File: src/rtl/step_sched.sv
// Step-pulse scheduler: fixed-width step pulses, direction setup delay, limited accel ramp, signed position count.
// Outputs are registered; first rise one clk after a start request; inputs are sampled only at period boundaries.
module step_sched #(
    parameter int WIDTH_N      = 24,
    parameter int PULSE_W      = 100,
    parameter int DIR_SETUP    = 250,
    parameter int MIN_PERIOD   = 500,
    parameter int START_PERIOD = 50000,
    parameter int RAMP_DELTA   = 1000
) (
    input  logic               clk,
    input  logic               rst,
    input  logic               enable,
    input  logic               dir_req,
    input  logic [WIDTH_N-1:0] period_req,
    input  logic               pos_clr,
    output logic               step_out,
    output logic               dir_out,
    output logic               busy,
    output logic [WIDTH_N-1:0] per_cur,
    output logic [31:0]        pos_count
);

    localparam logic [1:0] S_IDLE     = 2'd0;
    localparam logic [1:0] S_DIR_WAIT = 2'd1;
    localparam logic [1:0] S_RUN      = 2'd2;

    localparam int TW = (DIR_SETUP > 1) ? $clog2(DIR_SETUP) : 1;

    localparam logic [WIDTH_N-1:0] MIN_P   = WIDTH_N'(MIN_PERIOD);
    localparam logic [WIDTH_N-1:0] START_P = WIDTH_N'(START_PERIOD);
    localparam logic [WIDTH_N-1:0] RAMP_P  = WIDTH_N'(RAMP_DELTA);
    localparam logic [WIDTH_N-1:0] PULSE_P = WIDTH_N'(PULSE_W);
    localparam logic [TW-1:0]      TIMER_INIT = TW'(DIR_SETUP - 1);

    logic [1:0]         state_q, state_d;
    logic               dir_q, dir_d;
    logic               step_q, step_d;
    logic               busy_q, busy_d;
    logic [WIDTH_N-1:0] per_q, per_d;
    logic [WIDTH_N-1:0] phase_q, phase_d;
    logic [TW-1:0]      timer_q, timer_d;
    logic [31:0]        pos_q, pos_d;

    logic [WIDTH_N-1:0] tgt;
    logic [WIDTH_N-1:0] start_per;
    logic               run_ok;
    logic               do_start;
    logic               step_rise;

    always_comb begin
        tgt       = (period_req < MIN_P) ? MIN_P : period_req;
        start_per = (tgt > START_P) ? tgt : START_P;
        run_ok    = enable && (period_req != '0);

        state_d  = state_q;
        dir_d    = dir_q;
        per_d    = per_q;
        phase_d  = phase_q;
        timer_d  = timer_q;
        do_start = 1'b0;

        case (state_q)
            S_IDLE: begin
                do_start = run_ok;
            end
            S_DIR_WAIT: begin
                if (!run_ok) begin
                    state_d = S_IDLE;
                end else if (timer_q == '0) begin
                    do_start = 1'b1;
                end else begin
                    timer_d = timer_q - TW'(1);
                end
            end
            S_RUN: begin
                if (phase_q == per_q - WIDTH_N'(1)) begin
                    if (!run_ok) begin
                        state_d = S_IDLE;
                    end else if (dir_req != dir_q) begin
                        state_d = S_DIR_WAIT;
                        dir_d   = dir_req;
                        timer_d = TIMER_INIT;
                    end else begin
                        phase_d = '0;
                        // Speed-up is bounded per step; slowing down takes effect at once.
                        if (per_q > tgt) begin
                            per_d = (per_q - tgt > RAMP_P) ? per_q - RAMP_P : tgt;
                        end else begin
                            per_d = tgt;
                        end
                    end
                end else begin
                    phase_d = phase_q + WIDTH_N'(1);
                end
            end
            default: begin
                state_d = S_IDLE;
            end
        endcase

        // A fresh start always re-runs the direction check, even after a completed setup wait.
        if (do_start) begin
            if (dir_req != dir_q) begin
                state_d = S_DIR_WAIT;
                dir_d   = dir_req;
                timer_d = TIMER_INIT;
            end else begin
                state_d = S_RUN;
                per_d   = start_per;
                phase_d = '0;
            end
        end

        step_d    = (state_d == S_RUN) && (phase_d < PULSE_P);
        busy_d    = (state_d != S_IDLE);
        step_rise = step_d && !step_q;

        if (pos_clr) begin
            pos_d = '0;
        end else if (step_rise) begin
            pos_d = dir_q ? pos_q + 32'd1 : pos_q - 32'd1;
        end else begin
            pos_d = pos_q;
        end
    end

    always_ff @(posedge clk or posedge rst) begin
        if (rst) begin
            state_q <= S_IDLE;
            dir_q   <= 1'b0;
            step_q  <= 1'b0;
            busy_q  <= 1'b0;
            per_q   <= '0;
            phase_q <= '0;
            timer_q <= '0;
            pos_q   <= '0;
        end else begin
            state_q <= state_d;
            dir_q   <= dir_d;
            step_q  <= step_d;
            busy_q  <= busy_d;
            per_q   <= per_d;
            phase_q <= phase_d;
            timer_q <= timer_d;
            pos_q   <= pos_d;
        end
    end

    assign step_out  = step_q;
    assign dir_out   = dir_q;
    assign busy      = busy_q;
    assign per_cur   = per_q;
    assign pos_count = pos_q;

endmodule

File: config.mk
export PLATFORM = sky130hd
export DESIGN_NAME = step_sched
export DESIGN_NICKNAME = d
export VERILOG_FILES = /design/src/rtl/step_sched.sv
export SDC_FILE = /design/constraint.sdc
export NUM_CORES = 1
export LEC_CHECK = 0
export CORE_MARGIN = 5
export CORE_UTILIZATION = 50
export DETAILED_ROUTE_END_ITERATION = 8
export PLACE_DENSITY = 0.71
export SYNTH_ARGS = -nofsm -noshare
export SYNTH_HDL_FRONTEND = slang
export SYNTH_SLANG_ARGS = --single-unit
File: constraint.sdc
create_clock -name clk -period 8.64 [get_ports clk]
set_clock_uncertainty 0.15 [all_clocks]
set_input_delay 0.864 -clock clk [delete_from_list [all_inputs] [get_ports clk]]
set_output_delay 0.864 -clock clk [all_outputs]
set_load 0.05 [all_outputs]
==> reports/metrics.cfg <==
[status]
status = complete, no violations

[power_and_ir_drop]
swShare = 0.5210
p_clk_frac = 0.130
irDropWorstVdd_v = 0.0002187
power.density_mw_per_mm2 = 289.9
p_sw_uw = 1656
p_total_uw = 3179
p_int_uw = 1523
cellLeakagePower_uw = 0.004559
p_seq_frac = 0.237
combPwrFrac = 0.632

[global_routing]
grt_max_degree = 65
use_met2 = 0.4143
grt_use_total = 0.2551
grt_pass1_vias = 8812
use_met1 = 0.3571
busiest_layer = met2
grt-ovfl-total = 0
grt_pass1_wl_mm = 46.30
antenna_found_initial = 0
grt_use_met3 = 0.04953

[critical_path]
worstRegToRegCells = 15
critPathMaxStageDelay_ns = 0.88
worstPathMaxFanout = 13
cp-end-kind = flop
crit_slowest_cell = nor4_1
critPathTopFamily = simple AND/OR/NAND/NOR gates
regToRegEndpoint = pos_count[12]$_DFFE_PP0P_
r2r_slack_ns = 2.76
timing.critical_path.cells = clkdlybuf4s50_1 > nor4_1 > nand4_1 > buf_4 > o21ai_0 > inv_1 > fa_1 > nand2b_1 > a211oi_1 > o221ai_1 > and2_1 > a211oi_1 > o221a_2 > o221ai_1 > or4_1 > nor4_1 > a21boi_1 > buf_4 > o21ai_1 > buf_4 > mux2i_1
arrival_ns = 7.37
cp.required_ns = 8.77
crit_type = in -> reg
startpoint_type = input port
rr_startpoint = per_cur[1]$_DFF_PP0_
cpMostUsedCell = buf_4
path_buf_inv = 5

[sta]
relSlewSlack = 0.3112
period_minus_slack_ns = 7.243
setup_viol = 0
rsz0062_at_grt = no
hold_viol_final = 0
max_freq_mhz = 138.1
drv_slew = 0
fin_setup_tns_ns = 0
worst_pin_slew_ns = 1.024
fin_crit_sh = 0.8383

[placed_design]
dpl.hpwl_mm = 21.81
routabilityCongestion = 0.9196
io_buffer_count = 87

[route]
vias = 9609
antenna_left = 0
first_pass_iters = 5
drc = 0
wire_per_inst_microns = 18.79
wl_mm = 28.88
first_iter_violations = 616
viasPerCell = 6.252

[synth]
synth_ff_type = dfrtp_1
netlist_area_sq_mm = 0.009657
synthMuxAreaShare = 0.04198
synth_xor_area_frac = 0.08072
seq_area_frac_synth = 0.2410
synth_cells = 1228
async_flop_share = 1.000
synthSimpleGateAreaFrac = 0.2510
synth_largest_area_cell = dfrtp_1
synth-edff-count = 0
synth.area.top_cells = dfrtp_1 24%, ha_1 7.8%, xnor2_1 5.6%, nor2_1 4.5%, a21oi_1 3.8%
syn_area_per_cell_sq_um = 7.864
synth_fa_ha_area_frac = 0.08292
yosysWarningCount = 0
synth_top_family_by_area = simple AND/OR/NAND/NOR gates
synth_compound_area_frac = 0.2451
synth_top_area_share = 0.2410
synth.net_count = 1319
synth_cell_types = 87
ys_seq_elements = 93

[cells_and_area]
final_util = 0.5823
fillers = 1743
num_antenna_cells = 0
area_growth_pct = 13.54
drive_above_1_share = 0.04699
final_nets = 1363

[clock_network]
clockBufferDepth = 2
post_cts_resized = 0
cts_tree = yes
clk_latency_ns = 0.36
cts_buffers = 9
post-cts-setup-buffers = 0
ctsRootBufferMaster = clkbuf_16
postCtsHoldBufs = 0
htree_levels = 3
clkTransAtPathRegs_ns = 0.07
cts.sinks = 93

[worst_hold_path]
min_from = timer_q[2]$_DFF_PP0_
hold_depth = 1
min_path_type = reg -> reg
min_delay_worst_endpoint = timer_q[2]$_DFF_PP0_

[floorplan]
die-area_sq_mm = 0.02219
start_util = 0.5128
core_area_sq_mm = 0.01883
die_x_microns = 149.0
top_level_ports = 88
fp.dieH_microns = 149.0
rows = 50

[run]
maxCapViolations = 0

-- placed cells by master (no fill, tap or decap), types with 10 or more instances in the layout --
master and instances:
nor2_1 117, dfrtp_1 93, clkdlybuf4s50_1 87, nand2_1 76, a21oi_1 74, inv_1 64
xnor2_1 62, o21ai_0 61, ha_1 60, nand3_1 42, mux2i_1 36, nor3_1 34
and3_1 33, nor4_1 31, a21o_1 29, xor2_1 27, nand2b_1 19, nand4_1 18
a31oi_1 18, or3_1 15, and2_1 15, buf_4 15, or4_1 13, o22ai_1 13
o211ai_1 12, o31ai_1 11, o21bai_1 11, nor2b_1 10
-- metal layers --
metal / vias up / part of all wire
met5: - / 0
met4: 0 / 0.011
met3: 28 / 0.067
met2: 335 / 0.47
met1: 4572 / 0.45
li1: 4674 / -
-- Yosys cell counts, types with 18 or more instances --
master    count
nand3_1      42
and3_1       33
nor3_1       34
nand4_1      18
o21ai_0      61
a31oi_1      18
nor4_1       31
mux2i_1      36
ha_1         60
a21o_1       29
clkbuf_1     56
dfrtp_1      93
a21oi_1      74
xnor2_1      62
inv_1        65
nor2_1      117
nand2b_1     19
xor2_1       27
nand2_1      76
-- how the worst max path moves through the flow --
stage	slack (ns)	startpoint	cells after the start	to
floorplan	2.44	period_req[16]	19	per_cur[20]$_DFF_PP0_
global placement	1.41	period_req[21]	21	per_cur[0]$_DFF_PP0_
detailed placement	1.23	period_req[21]	21	per_cur[20]$_DFF_PP0_
CTS	1.55	period_req[21]	21	per_cur[0]$_DFF_PP0_
global route	1.07	period_req[21]	21	per_cur[0]$_DFF_PP0_
finish	1.40	period_req[21]	21	per_cur[17]$_DFF_PP0_
-- area by class of cell --
class	instances	area [sq um]	area share
clock buffer	10	229.0	0.02088
clock inverter	6	68.82	0.006276
inverter	65	246.5	0.02248
multi-input combinational	1001	6784	0.6187
sequential	93	2327	0.2123
tap	260	325.3	0.02967
timing repair buffer	102	983.4	0.08970
-- registers in the layout, summed over array words and instances, names as in the netlist --
signal / flops
busy: 1
per_cur: 24
timer_q: 8
state_q: 2
dir_out: 1
phase_q: 24
pos_count: 32
step_out: 1
-- metrics by stage --
step | hold slack [ns] | cells | instance area [sq um] | worst slack, ns
after detailed placement | 0.3861 | 1521 | 10670 | 1.232
after global routing | 0.4301 | 1537 | 10960 | 1.073
after floorplan | 0.3440 | 1228 | 9657 | 2.435
after CTS | 0.3961 | 1537 | 10960 | 1.547
final | 0.3921 | 1537 | 10960 | 1.397
after global placement | 0.3817 | 1521 | 10670 | 1.410
-- power groups by stage --
stage | combinational, uW | sequential [uW] | clock (uW)
6_report | 2010 | 754 | 415
5_1_grt | 2190 | 774 | 441
4_1_cts | 1990 | 751 | 423
3_5_place_dp | 1980 | 758 | 0
3_3_place_gp | 1960 | 760 | 0
2_1_floorplan | 1370 | 830 | 0
-- logic make-up (layout without fill, tap and decap cells) --
family / count (synthesis) / in the layout
muxes: 40 / 40
adders and majority gates: 63 / 63
AOI/OAI and AO/OA: 347 / 347
buffers and inverters: 134 / 183
DFF: 93 / 93
xor gates and xnor gates: 89 / 89
and+or+nand+nor: 462 / 462
Note: power is estimated with default switching activity, not from simulation.
